==> src/rtl/mul_acc_seq.sv <==
// Sequential shift-add multiply-accumulate: rebuilds did = quo*div + rem over N+1 cycles.
// A zero divisor flags error, forces did to 0 and skips the iterations.
module mul_acc_seq #(
   parameter int M = 9,
   parameter int N = 4
) (
   input  logic           clk,
   input  logic           rst_n,
   input  logic           start,
   input  logic [M:0]     quo,
   input  logic [N:0]     div,
   input  logic [M:0]     rem,
   output logic [M+N+1:0] did,
   output logic           busy,
   output logic           done,
   output logic           error
);

   localparam int AW = M + N + 2;
   localparam int CW = (N > 0) ? $clog2(N + 1) : 1;
   localparam logic [CW-1:0] CNT_LAST = CW'(N);

   typedef enum logic [1:0] {IDLE, CALC, DONE} state_t;

   state_t         state, state_next;
   logic [M:0]     mc;
   logic [N:0]     mp;
   logic [AW-1:0]  acc;
   logic [AW-1:0]  addend;
   logic [AW-1:0]  acc_sum;
   logic [CW-1:0]  cnt;

   always_ff @(posedge clk or negedge rst_n) begin
      if (!rst_n) begin
         state <= IDLE;
      end else begin
         state <= state_next;
      end
   end

   // A zero-divisor request spends a single CALC cycle with no arithmetic,
   // so done appears one cycle after the accepting edge.
   always_comb begin
      state_next = state;
      case (state)
         IDLE:    if (start) state_next = CALC;
         CALC:    if (error || cnt == CNT_LAST) state_next = DONE;
         DONE:    state_next = IDLE;
         default: state_next = IDLE;
      endcase
   end

   always_comb begin
      busy = (state != IDLE);
      done = (state == DONE);
   end

   always_comb begin
      addend  = AW'(mc) << cnt;
      acc_sum = mp[0] ? (acc + addend) : acc;
   end

   always_ff @(posedge clk or negedge rst_n) begin
      if (!rst_n) begin
         mc    <= '0;
         mp    <= '0;
         acc   <= '0;
         cnt   <= '0;
         did   <= '0;
         error <= 1'b0;
      end else if (state == IDLE && start) begin
         mc    <= quo;
         mp    <= div;
         acc   <= AW'(rem);
         cnt   <= '0;
         error <= (div == '0);
         if (div == '0) begin
            did <= '0;
         end
      end else if (state == CALC && !error) begin
         acc <= acc_sum;
         mp  <= mp >> 1;
         cnt <= cnt + 1'b1;
         if (cnt == CNT_LAST) begin
            did <= acc_sum;
         end
      end
   end

endmodule

==> config.mk <==
export PLATFORM = sky130hd
export DESIGN_NAME = mul_acc_seq
export DESIGN_NICKNAME = d
export VERILOG_FILES = /design/src/rtl/mul_acc_seq.sv
export SDC_FILE = /design/constraint.sdc
export NUM_CORES = 1
export LEC_CHECK = 0
export BUFFER_PORTS_ARGS = -buffer_cell sky130_fd_sc_hd__clkbuf_2
export CAP_MARGIN = 30
export CORE_MARGIN = 3
export CORE_UTILIZATION = 40
export DETAILED_ROUTE_END_ITERATION = 6
export GPL_ROUTABILITY_DRIVEN = 0
export GPL_TIMING_DRIVEN = 0
export PLACE_DENSITY_LB_ADDON = 0.08
export SYNTH_ARGS = -nofsm -noshare
export SYNTH_HDL_FRONTEND = slang
export SYNTH_SLANG_ARGS = --single-unit
==> constraint.sdc <==
create_clock -name clk -period 2.8 [get_ports clk]
set_clock_uncertainty 0.15 [all_clocks]
set_input_delay 0.84 -clock clk [delete_from_list [all_inputs] [get_ports clk]]
set_output_delay 0.84 -clock clk [all_outputs]
set_load 0.01 [all_outputs]
==> results of run 1 <==
[flip-flops by register name, indices dropped and copies added, names as in the netlist]
register and cells:
did 15, acc 15, mc 10, state 2, cnt 3, mp 5, error 1
[worst max-delay path: stages, from the launching register on]
cell	delay [ns]
dfrtp_2	0.42
buf_6	0.16
mux2i_4	0.27
nand2_1	0.08
nand2_1	0.08
nor2_1	0.06
ha_1	0.37
buf_4	0.14
and4_4	0.21
o2111ai_2	0.15
nor2b_4	0.18
or4_1	0.50
nand3_1	0.10
[layout by cell type (no fill, tap or decap), types with 6 or more instances in the layout]
master / count
a21oi_1: 21
clkbuf_1: 10
ha_1: 12
buf_4: 20
mux2i_2: 6
dfrtp_1: 50
o21ai_1: 13
nand3_1: 10
clkbuf_2: 45
a21oi_2: 8
clkbuf_8: 7
xnor2_1: 9
a21o_1: 6
nand2_1: 80
a22oi_1: 6
a31oi_1: 7
nor2_1: 22
mux2i_1: 8
o21ai_0: 19
[area by class of cell]
| cell class | instances | area (µm²) | share of cell area |
|---|---|---|---|
| inverter | 6 | 25.02 | 0.006180 |
| buffer | 20 | 112.6 | 0.02781 |
| multi-input combinational | 299 | 2033 | 0.5022 |
| tap | 102 | 127.6 | 0.03152 |
| sequential | 51 | 1277 | 0.3155 |
| clock buffer | 7 | 76.32 | 0.01885 |
| clock inverter | 1 | 5.005 | 0.001236 |
| timing repair buffer | 65 | 391.6 | 0.09672 |
[how the worst max path moves through the flow]
stage	startpoint	to	slack, ns	depth (start not counted)
after floorplan	cnt[0]	acc[12]	0.02	12
after global placement	cnt[0]	acc[12]	-0.45	12
after detailed placement	cnt[0]	acc[12]	-0.46	12
after CTS	cnt[0]	did[11]	-0.11	12
after global routing	cnt[0]	acc[14]	-0.24	11
final	cnt[0]	acc[11]	-0.11	12
[cells by family (layout without fill, tap and decap cells)]
logic type / count (synthesis) / count (layout) / share of synthesized area
compound gates: 104 / 104 / 0.1980
buf+inv: 27 / 99 / 0.03314
flops: 51 / 51 / 0.3977
xor+xnor: 14 / 14 / 0.03820
fa+ha+maj: 17 / 17 / 0.06862
simple gates: 145 / 145 / 0.2035
mux: 19 / 19 / 0.06082
[routing by layer]
metal	routed length (µm)	global-route usage	vias to the layer above	share of wire
met5	0	0	-	0
met4	123	0.05095	0	0.014
met3	373	0.02920	10	0.041
met2	4178	0.3370	67	0.46
met1	4323	0.2837	1421	0.48
li1	-	-	1466	-
[stage by stage]
step	utilization	setup WS, ns
global placement	0.4594	-0.4459
CTS	0.5035	-0.1084
finish	0.5213	-0.1148
global route	0.5213	-0.2354
detailed placement	0.4620	-0.4590
floorplan	-	0.01702
[timing repair]
action                                  CTS  global route
pin swaps                                16            21
gates cloned                              1             0
endpoints found under the setup margin   21            22
gates resized for setup                  48            27
buffers inserted                         12             6
[cells in the mapped netlist, drive strengths merged (2+ instances only)]
cell type | count | area (µm²)
mux2 | 4 | 45.04
nand3 | 10 | 50.05
and2 | 7 | 43.80
nor3 | 6 | 30.03
a22o | 3 | 26.28
clkbuf | 12 | 45.04
a21oi | 29 | 148.9
o211ai | 2 | 15.01
a22oi | 6 | 45.04
buf | 9 | 38.79
nor2 | 23 | 93.84
a211oi | 3 | 22.52
o22ai | 2 | 12.51
inv | 5 | 18.77
nor3b | 5 | 37.54
a221o | 2 | 20.02
mux2i | 15 | 150.1
and3 | 5 | 33.78
xor2 | 4 | 35.03
o21ai | 37 | 185.2
ha | 16 | 200.2
a21o | 6 | 45.04
xnor2 | 10 | 87.58
nand2 | 82 | 307.8
nor2b | 2 | 20.02
a31oi | 7 | 43.79
dfrtp | 51 | 1276
==> run summary, run 1 <==
Status - complete, but fails checks
Failing checks - negative setup slack
Ys flop type - dfrtp_1
Cell Area, Placed - 0.003588 mm²
Antenna violations before repair - 0
Setup_tns - -0.6038 ns
Post-synthesis cell type count - 48
HP Class - reg2reg
Clk buf depth - 2
Chip Height - 95.57 µm
Residual DRC - 0
Initial DRC Count - 63
FF-to-FF End - acc[11]
Slew @ Worst Pin - 0.7359 ns
Crit path kind - reg2reg
Design Area, Final - 0.004049 mm²
CTS root buf - clkbuf_8
Max-Cap Viols - 0
Post-synth EDFFs - 0
Post-synth ARST share - 1.000
RSZ-0062 raised after global routing - true
Final setup margin - -0.1148 ns
Hold Path Origin - did[3]
Mapped Cells - 377
Fin crit period - 2.915 ns
Critical Path End Type - register
Final #Nets - 493
Clock Sinks - 51
Die Width - 95.57 µm
Area of the mapped netlist - 0.003209 mm²
Via Count - 2964
Post-route insts no fill - 551
Yosys warns - 0
Antenna Nets Post-Route - 0
I/O Pins - 46
Final hold vios - 0
Post-DP HPWL - 6511 µm
Count of final max-slew check failures - 0
WHS - 0.3352 ns
Reg-to-reg setup timing slack - -0.11 ns
I/O Buffers - 45
Mapped Avg Cell Area - 8.513 µm²
Total CTS buffers - 5
H-Tree Depth - 2
Die ar. - 0.009134 mm²
Grt ovf - 0
First-pass GRT wire length - 14420 µm
Initial Util - 0.4132
WL/cell - 16.33 µm
Layout area overhead - 26.16%
Worst Path Arrival - 3.02 ns
Cts-stage hold buffer count - 0
Sequential area share after synthesis - 0.3977
Ant. Diodes - 0
CORE AREA - 0.007767 mm²
DR vias/cell - 5.379
Vias in the first global route - 2801
FMAX - 343.1 MHz
Fill cell total of the finished layout - 789
CTS tree - built
Final WL - 8999 µm
R2R Path Start - cnt[0]
Worst Hold End - did[3]
Largest net degree at the start of global routing - 28
Inst Count DP - 525
Slew margin rel. - 0.5094
Final Setup Violations - 13
Row cnt - 32
Syn nets - 422
Tcrit/Tclk final - 1.041
Synthesized flop and latch total - 51
Hold Path Stages - 2
Clk pin slew, worst setup/hold paths - 0.09 ns
Drt pass-1 iters - 4
Proportion of layout cells with a drive suffix above 1 - 0.2962
CP startpoint kind - register
Reg2reg path depth - 12
CP Data Required Time - 2.90 ns
Gr usage total - 0.2050
Crit path max fanout - 5
Skew-Pair Late Insertion Delay - 0.31 ns
Power of run 1 is left out: the tool's default activity adds up to more than one toggle a clock period on the data nets, which glitch-free logic cannot reach.
==> run 2: changes to the inputs <==
Settings changed: PLACE_DENSITY_LB_ADDON 0.08 to 0.1, SKIP_CTS_REPAIR_TIMING set to 1.
==> run 2 against run 1 <==
The flow still finishes with violations (negative setup slack). First-iteration DRC count increased by 87%. Highest routed layer unchanged. Final cell count increased by 0.73%. Hold slack improved by 0.0025 ns.
==> run summary, run 2 (synthesized netlist as in run 1, its figures left out) <==
Status - complete, but fails checks (unchanged)
Failing checks - negative setup slack (unchanged)
Slew margin rel. - 0.4528 (was 0.5094)
Worst path max stage delay - 0.48 ns (was 0.50 ns)
Final #Nets - 497 (was 493)
Final WL - 9546 µm (was 8999 µm)
Post-route insts no fill - 555 (was 551)
WHS - 0.3377 ns (was 0.3352 ns)
Hold Path Stages - 2 (unchanged)
Reg2reg path depth - 13 (was 12)
Max-Cap Viols - 0 (unchanged)
Initial Util - 0.4132 (unchanged)
Worst Path Arrival - 3.07 ns (was 3.02 ns)
CP startpoint kind - register (unchanged)
Slew @ Worst Pin - 0.8207 ns (was 0.7359 ns)
H-Tree Depth - 2 (unchanged)
Clk buf depth - 2 (unchanged)
Top delay family on crit path - compound AO/OA/AOI/OAI gates (was simple AND/OR/NAND/NOR gates)
Initial DRC Count - 118 (was 63)
Count of final max-slew check failures - 0 (unchanged)
Layout area overhead - 33.18% (was 26.16%)
Row cnt - 32 (unchanged)
Cell count along the critical path - 13 (was 12)
Cell type of the slowest stage on the worst timing path - dfrtp_2 (was or4_1)
Chip Height - 95.57 µm (unchanged)
Buf+Inv Stages, Crit Path - 2 (unchanged)
Clock Sinks - 51 (unchanged)
Residual DRC - 0 (unchanged)
Setup_tns - -1.549 ns (was -0.6038 ns)
Ant. Diodes - 0 (unchanged)
FMAX - 336.7 MHz (was 343.1 MHz)
Crit path kind - reg2reg (unchanged)
Die Width - 95.57 µm (unchanged)
First-pass GRT wire length - 14020 µm (was 14420 µm)
Final Setup Violations - 18 (was 13)
Post-DP HPWL - 6615 µm (was 6511 µm)
Antenna violations before repair - 0 (unchanged)
Fill cell total of the finished layout - 723 (was 789)
Total CTS buffers - 5 (unchanged)
Final hold vios - 0 (unchanged)
Inst Count DP - 525 (unchanged)
I/O Buffers - 45 (unchanged)
Drt pass-1 iters - 4 (unchanged)
Antenna Nets Post-Route - 0 (unchanged)
CORE AREA - 0.007767 mm² (unchanged)
Skew-Pair Late Insertion Delay - 0.31 ns (about the same)
Critical Path End Type - register (unchanged)
CTS tree - built (unchanged)
Crit path max fanout - 6 (was 5)
CTS root buf - clkbuf_8 (unchanged)
Most common cell after layout, fill and taps aside - nand2_1 (unchanged)
Largest registers - acc (15), did (15), mc (10) (unchanged)
I/O Pins - 46 (unchanged)
Final setup margin - -0.1698 ns (was -0.1148 ns)
Clk pin slew, worst setup/hold paths - 0.09 ns (about the same)
Crit-path cells - buf_8, mux2i_4, nand2_1, o21ai_2, o22ai_2, ha_4, a21o_1, a221oi_4, buf_4, and3_4, o31ai_4, o21ai_1, o21a_1 (was buf_6, mux2i_4, nand2_1, nand2_1, nor2_1, ha_1, buf_4, and4_4, o2111ai_2, nor2b_4, or4_1, nand3_1)
Largest net degree at the start of global routing - 28 (unchanged)
Die ar. - 0.009134 mm² (unchanged)
HP Class - reg2reg (unchanged)
RSZ-0062 raised after global routing - true (unchanged)
Most frequent cells in the layout - 81 x nand2_1, 50 x dfrtp_1, 45 x clkbuf_2 (was 80 x nand2_1, 50 x dfrtp_1, 45 x clkbuf_2)
Proportion of layout cells with a drive suffix above 1 - 0.3267 (was 0.2962)
CP Data Required Time - 2.90 ns (about the same)
Tcrit/Tclk final - 1.061 (was 1.041)
Grt ovf - 0 (unchanged)
Via Count - 3034 (was 2964)
Fin crit period - 2.970 ns (was 2.915 ns)
Vias in the first global route - 2747 (was 2801)
DR vias/cell - 5.467 (was 5.379)
Gr usage total - 0.1992 (was 0.2050)
WL/cell - 17.20 µm (was 16.33 µm)
[run 2: layout make-up]
cell class              count  area [µm²]  area share
clock buffers               8       100.1     0.02342
plain buffers              20       110.1     0.02576
multi-input cells         299        2192      0.5129
repair buffers             68       435.4      0.1019
well taps                 102       127.6     0.02986
repair inverters            1       5.005    0.001171
inverters                   6       26.28    0.006148
flip-flops and latches     51        1277      0.2989
[run 2: worst register-to-register path, stage by stage (launching register included)]
cell and delay [ns]:
dfrtp_2 0.48, buf_8 0.17, mux2i_4 0.19, nand2_1 0.08, o21ai_2 0.07, o22ai_2 0.21, ha_4 0.26, a21o_1 0.21
a221oi_4 0.38, buf_4 0.18, and3_4 0.19, o31ai_4 0.06, o21ai_1 0.17, o21a_1 0.13
[run 2: path summary, 6_finish.rpt]
check                               to    from  slack [ns]
worst max-delay path            acc[8]  cnt[0]       -0.17
worst min-delay path            did[5]  did[5]        0.34
worst max register to register  acc[8]  cnt[0]       -0.17
worst min register to register  did[5]  did[5]        0.34
max in group asynchronous       cnt[0]   rst_n        1.51
min in group asynchronous       acc[9]   rst_n        0.40
[run 2: routing by layer]
layer  GRT usage  vias to the layer above  wire, µm
met5           0                        -         0
met4     0.04147                        0       130
met3     0.03078                       13       383
met2      0.3179                       67      4544
met1      0.2852                     1481      4487
li1            -                     1473         -
[run 2: through the flow]
stage	util	setup WS [ns]	area, µm²
floorplan	-	0.01702	3216
global placement	0.4594	-0.4442	3568
detailed placement	0.4620	-0.4265	3588
CTS	0.4749	-0.4438	3689
global route	0.5503	-0.3041	4274
finish	0.5503	-0.1698	4274
Power of run 2 is left out for the same reason.
==> run 3: changes to the inputs <==
Settings changed: BUFFER_PORTS_ARGS -buffer_cell sky130_fd_sc_hd__clkbuf_2 to not set, DONT_BUFFER_PORTS set to 1, RECOVER_POWER set to 100.
==> run 3 against run 2 <==
The run still ends with negative setup slack left. First-iteration DRC count is 26% lower. Hold slack got worse by 0.28 ns. Critical path depth unchanged. Utilization is 4.9 points lower. Setup slack worse by 0.036 ns. Sequential share of layout area grew 2.9 points. Critical endpoint is now acc[14].
==> run summary, run 3 (synthesized netlist as in run 1, its figures left out) <==
Status - complete, but fails checks (unchanged)
Failing checks - negative setup slack (unchanged)
Die Width - 95.57 µm (unchanged)
Proportion of layout cells with a drive suffix above 1 - 0.2161 (was 0.3267)
Fill cell total of the finished layout - 756 (was 723)
Tcrit/Tclk final - 1.073 (was 1.061)
Post-route insts no fill - 500 (was 555)
Initial DRC Count - 87 (was 118)
Clk pin slew, worst setup/hold paths - 0.09 ns (about the same)
Buf+Inv Stages, Crit Path - 2 (unchanged)
HP Class - in2async (was reg2reg)
Clk buf depth - 2 (unchanged)
Chip Height - 95.57 µm (unchanged)
Final Setup Violations - 18 (unchanged)
Largest registers - acc (15), did (15), mc (10) (unchanged)
Fin crit period - 3.005 ns (was 2.970 ns)
Final hold vios - 0 (unchanged)
CTS tree - built (unchanged)
Skew-Pair Late Insertion Delay - 0.31 ns (about the same)
Multi-input logic area - 0.002146 mm² (was 0.002192 mm²)
Initial Util - 0.4132 (unchanged)
Row cnt - 32 (unchanged)
Storage cell area - 0.001277 mm² (unchanged)
Layout area overhead - 21.36% (was 33.18%)
Via Count - 2805 (was 3034)
Die ar. - 0.009134 mm² (unchanged)
CP startpoint kind - register (unchanged)
Crit path kind - reg2reg (unchanged)
Grt ovf - 0 (unchanged)
Most frequent cells in the layout - 80 x nand2_1, 50 x dfrtp_1, 21 x nor2_1 (was 81 x nand2_1, 50 x dfrtp_1, 45 x clkbuf_2)
H-Tree Depth - 2 (unchanged)
Final #Nets - 442 (was 497)
Crit path max fanout - 6 (unchanged)
Most common cell after layout, fill and taps aside - nand2_1 (unchanged)
Final WL - 9293 µm (was 9546 µm)
Residual DRC - 0 (unchanged)
Antenna Nets Post-Route - 0 (unchanged)
Cell type of the slowest stage on the worst timing path - dfrtp_2 (unchanged)
Worst path max stage delay - 0.47 ns (was 0.48 ns)
Critical Path End Type - register (unchanged)
CORE AREA - 0.007767 mm² (unchanged)
Largest net degree at the start of global routing - 52 (was 28)
First-pass GRT wire length - 14230 µm (was 14020 µm)
Post-DP HPWL - 6467 µm (was 6615 µm)
Slew @ Worst Pin - 0.7373 ns (was 0.8207 ns)
Vias in the first global route - 2699 (was 2747)
Ant. Diodes - 0 (unchanged)
Drt pass-1 iters - 5 (was 4)
Gr usage total - 0.2038 (was 0.1992)
Final setup margin - -0.2053 ns (was -0.1698 ns)
Slew margin rel. - 0.5085 (was 0.4528)
I/O Pins - 46 (unchanged)
Top delay family on crit path - compound AO/OA/AOI/OAI gates (unchanged)
I/O Buffers - 0 (was 45)
DR vias/cell - 5.610 (was 5.467)
Antenna violations before repair - 0 (unchanged)
Count of final max-slew check failures - 0 (unchanged)
WL/cell - 18.59 µm (was 17.20 µm)
FMAX - 332.7 MHz (was 336.7 MHz)
Worst Path Arrival - 3.05 ns (was 3.07 ns)
CTS root buf - clkbuf_8 (unchanged)
Total CTS buffers - 5 (unchanged)
Max-Cap Viols - 0 (unchanged)
CP Data Required Time - 2.84 ns (was 2.90 ns)
Inst Count DP - 479 (was 525)
Clock Sinks - 51 (unchanged)
Crit-path cells - buf_8, mux2i_2, nand2_1, o21ai_2, o22ai_2, ha_4, a21o_1, a221oi_4, buf_4, o221ai_4, a21oi_2, xnor2_2, a21oi_1 (was buf_8, mux2i_4, nand2_1, o21ai_2, o22ai_2, ha_4, a21o_1, a221oi_4, buf_4, and3_4, o31ai_4, o21ai_1, o21a_1)
RSZ-0062 raised after global routing - true (unchanged)
==> run 3: layer usage <==
layer	share of wire	track usage
met2	0.47	0.3104
met1	0.46	0.2945
met4	0.016	0.05332
met5	0	0
met3	0.056	0.04025
==> run 3: worst paths after layout <==
path,slack [ns],end,cells past startpoint,startpoint
worst min-delay path,0.06,did[0],0,rst_n
worst min register to register,0.37,mp[4],1,mp[4]
worst max register to register,-0.21,acc[14],13,cnt[0]
max in group asynchronous,2.31,cnt[0],0,rst_n
min in group clk,0.37,mp[4],1,mp[4]
worst max-delay path,-0.21,acc[14],13,cnt[0]
==> run 3: layout make-up <==
class,instances,share of cell area
Clock buffer,7,0.01960
Inverter,6,0.006746
Sequential cell,51,0.3280
Clock inverter,1,0.001285
Buffer,20,0.02923
Tap cell,102,0.03277
Timing Repair Buffer,14,0.03148
Multi-Input combinational cell,299,0.5509
==> run 3: worst reg2reg max path: stages (launching register included) <==
cell and delay (ns):
dfrtp_2 0.47, buf_8 0.17, mux2i_2 0.16, nand2_1 0.09, o21ai_2 0.07, o22ai_2 0.24, ha_4 0.27, a21o_1 0.21
a221oi_4 0.38, buf_4 0.19, o221ai_4 0.10, a21oi_2 0.19, xnor2_2 0.13, a21oi_1 0.08
==> run 3: per-stage QoR <==
stage / setup slack [ns] / area, µm² / util / hold slack, ns / setup TNS [ns]
finish: -0.2053 / 3895 / 0.5015 / 0.05957 / -1.863
global route: -0.3599 / 3895 / 0.5015 / 0.03951 / -5.066
CTS: -0.5020 / 3425 / 0.4409 / 0.05287 / -6.595
detailed placement: -0.4864 / 3343 / 0.4304 / 0.3417 / -6.284
global placement: -0.4571 / 3343 / 0.4304 / 0.3367 / -5.779
floorplan: 0.01702 / 3216 / - / 0.3082 / 0
Power of run 3 is left out for the same reason.
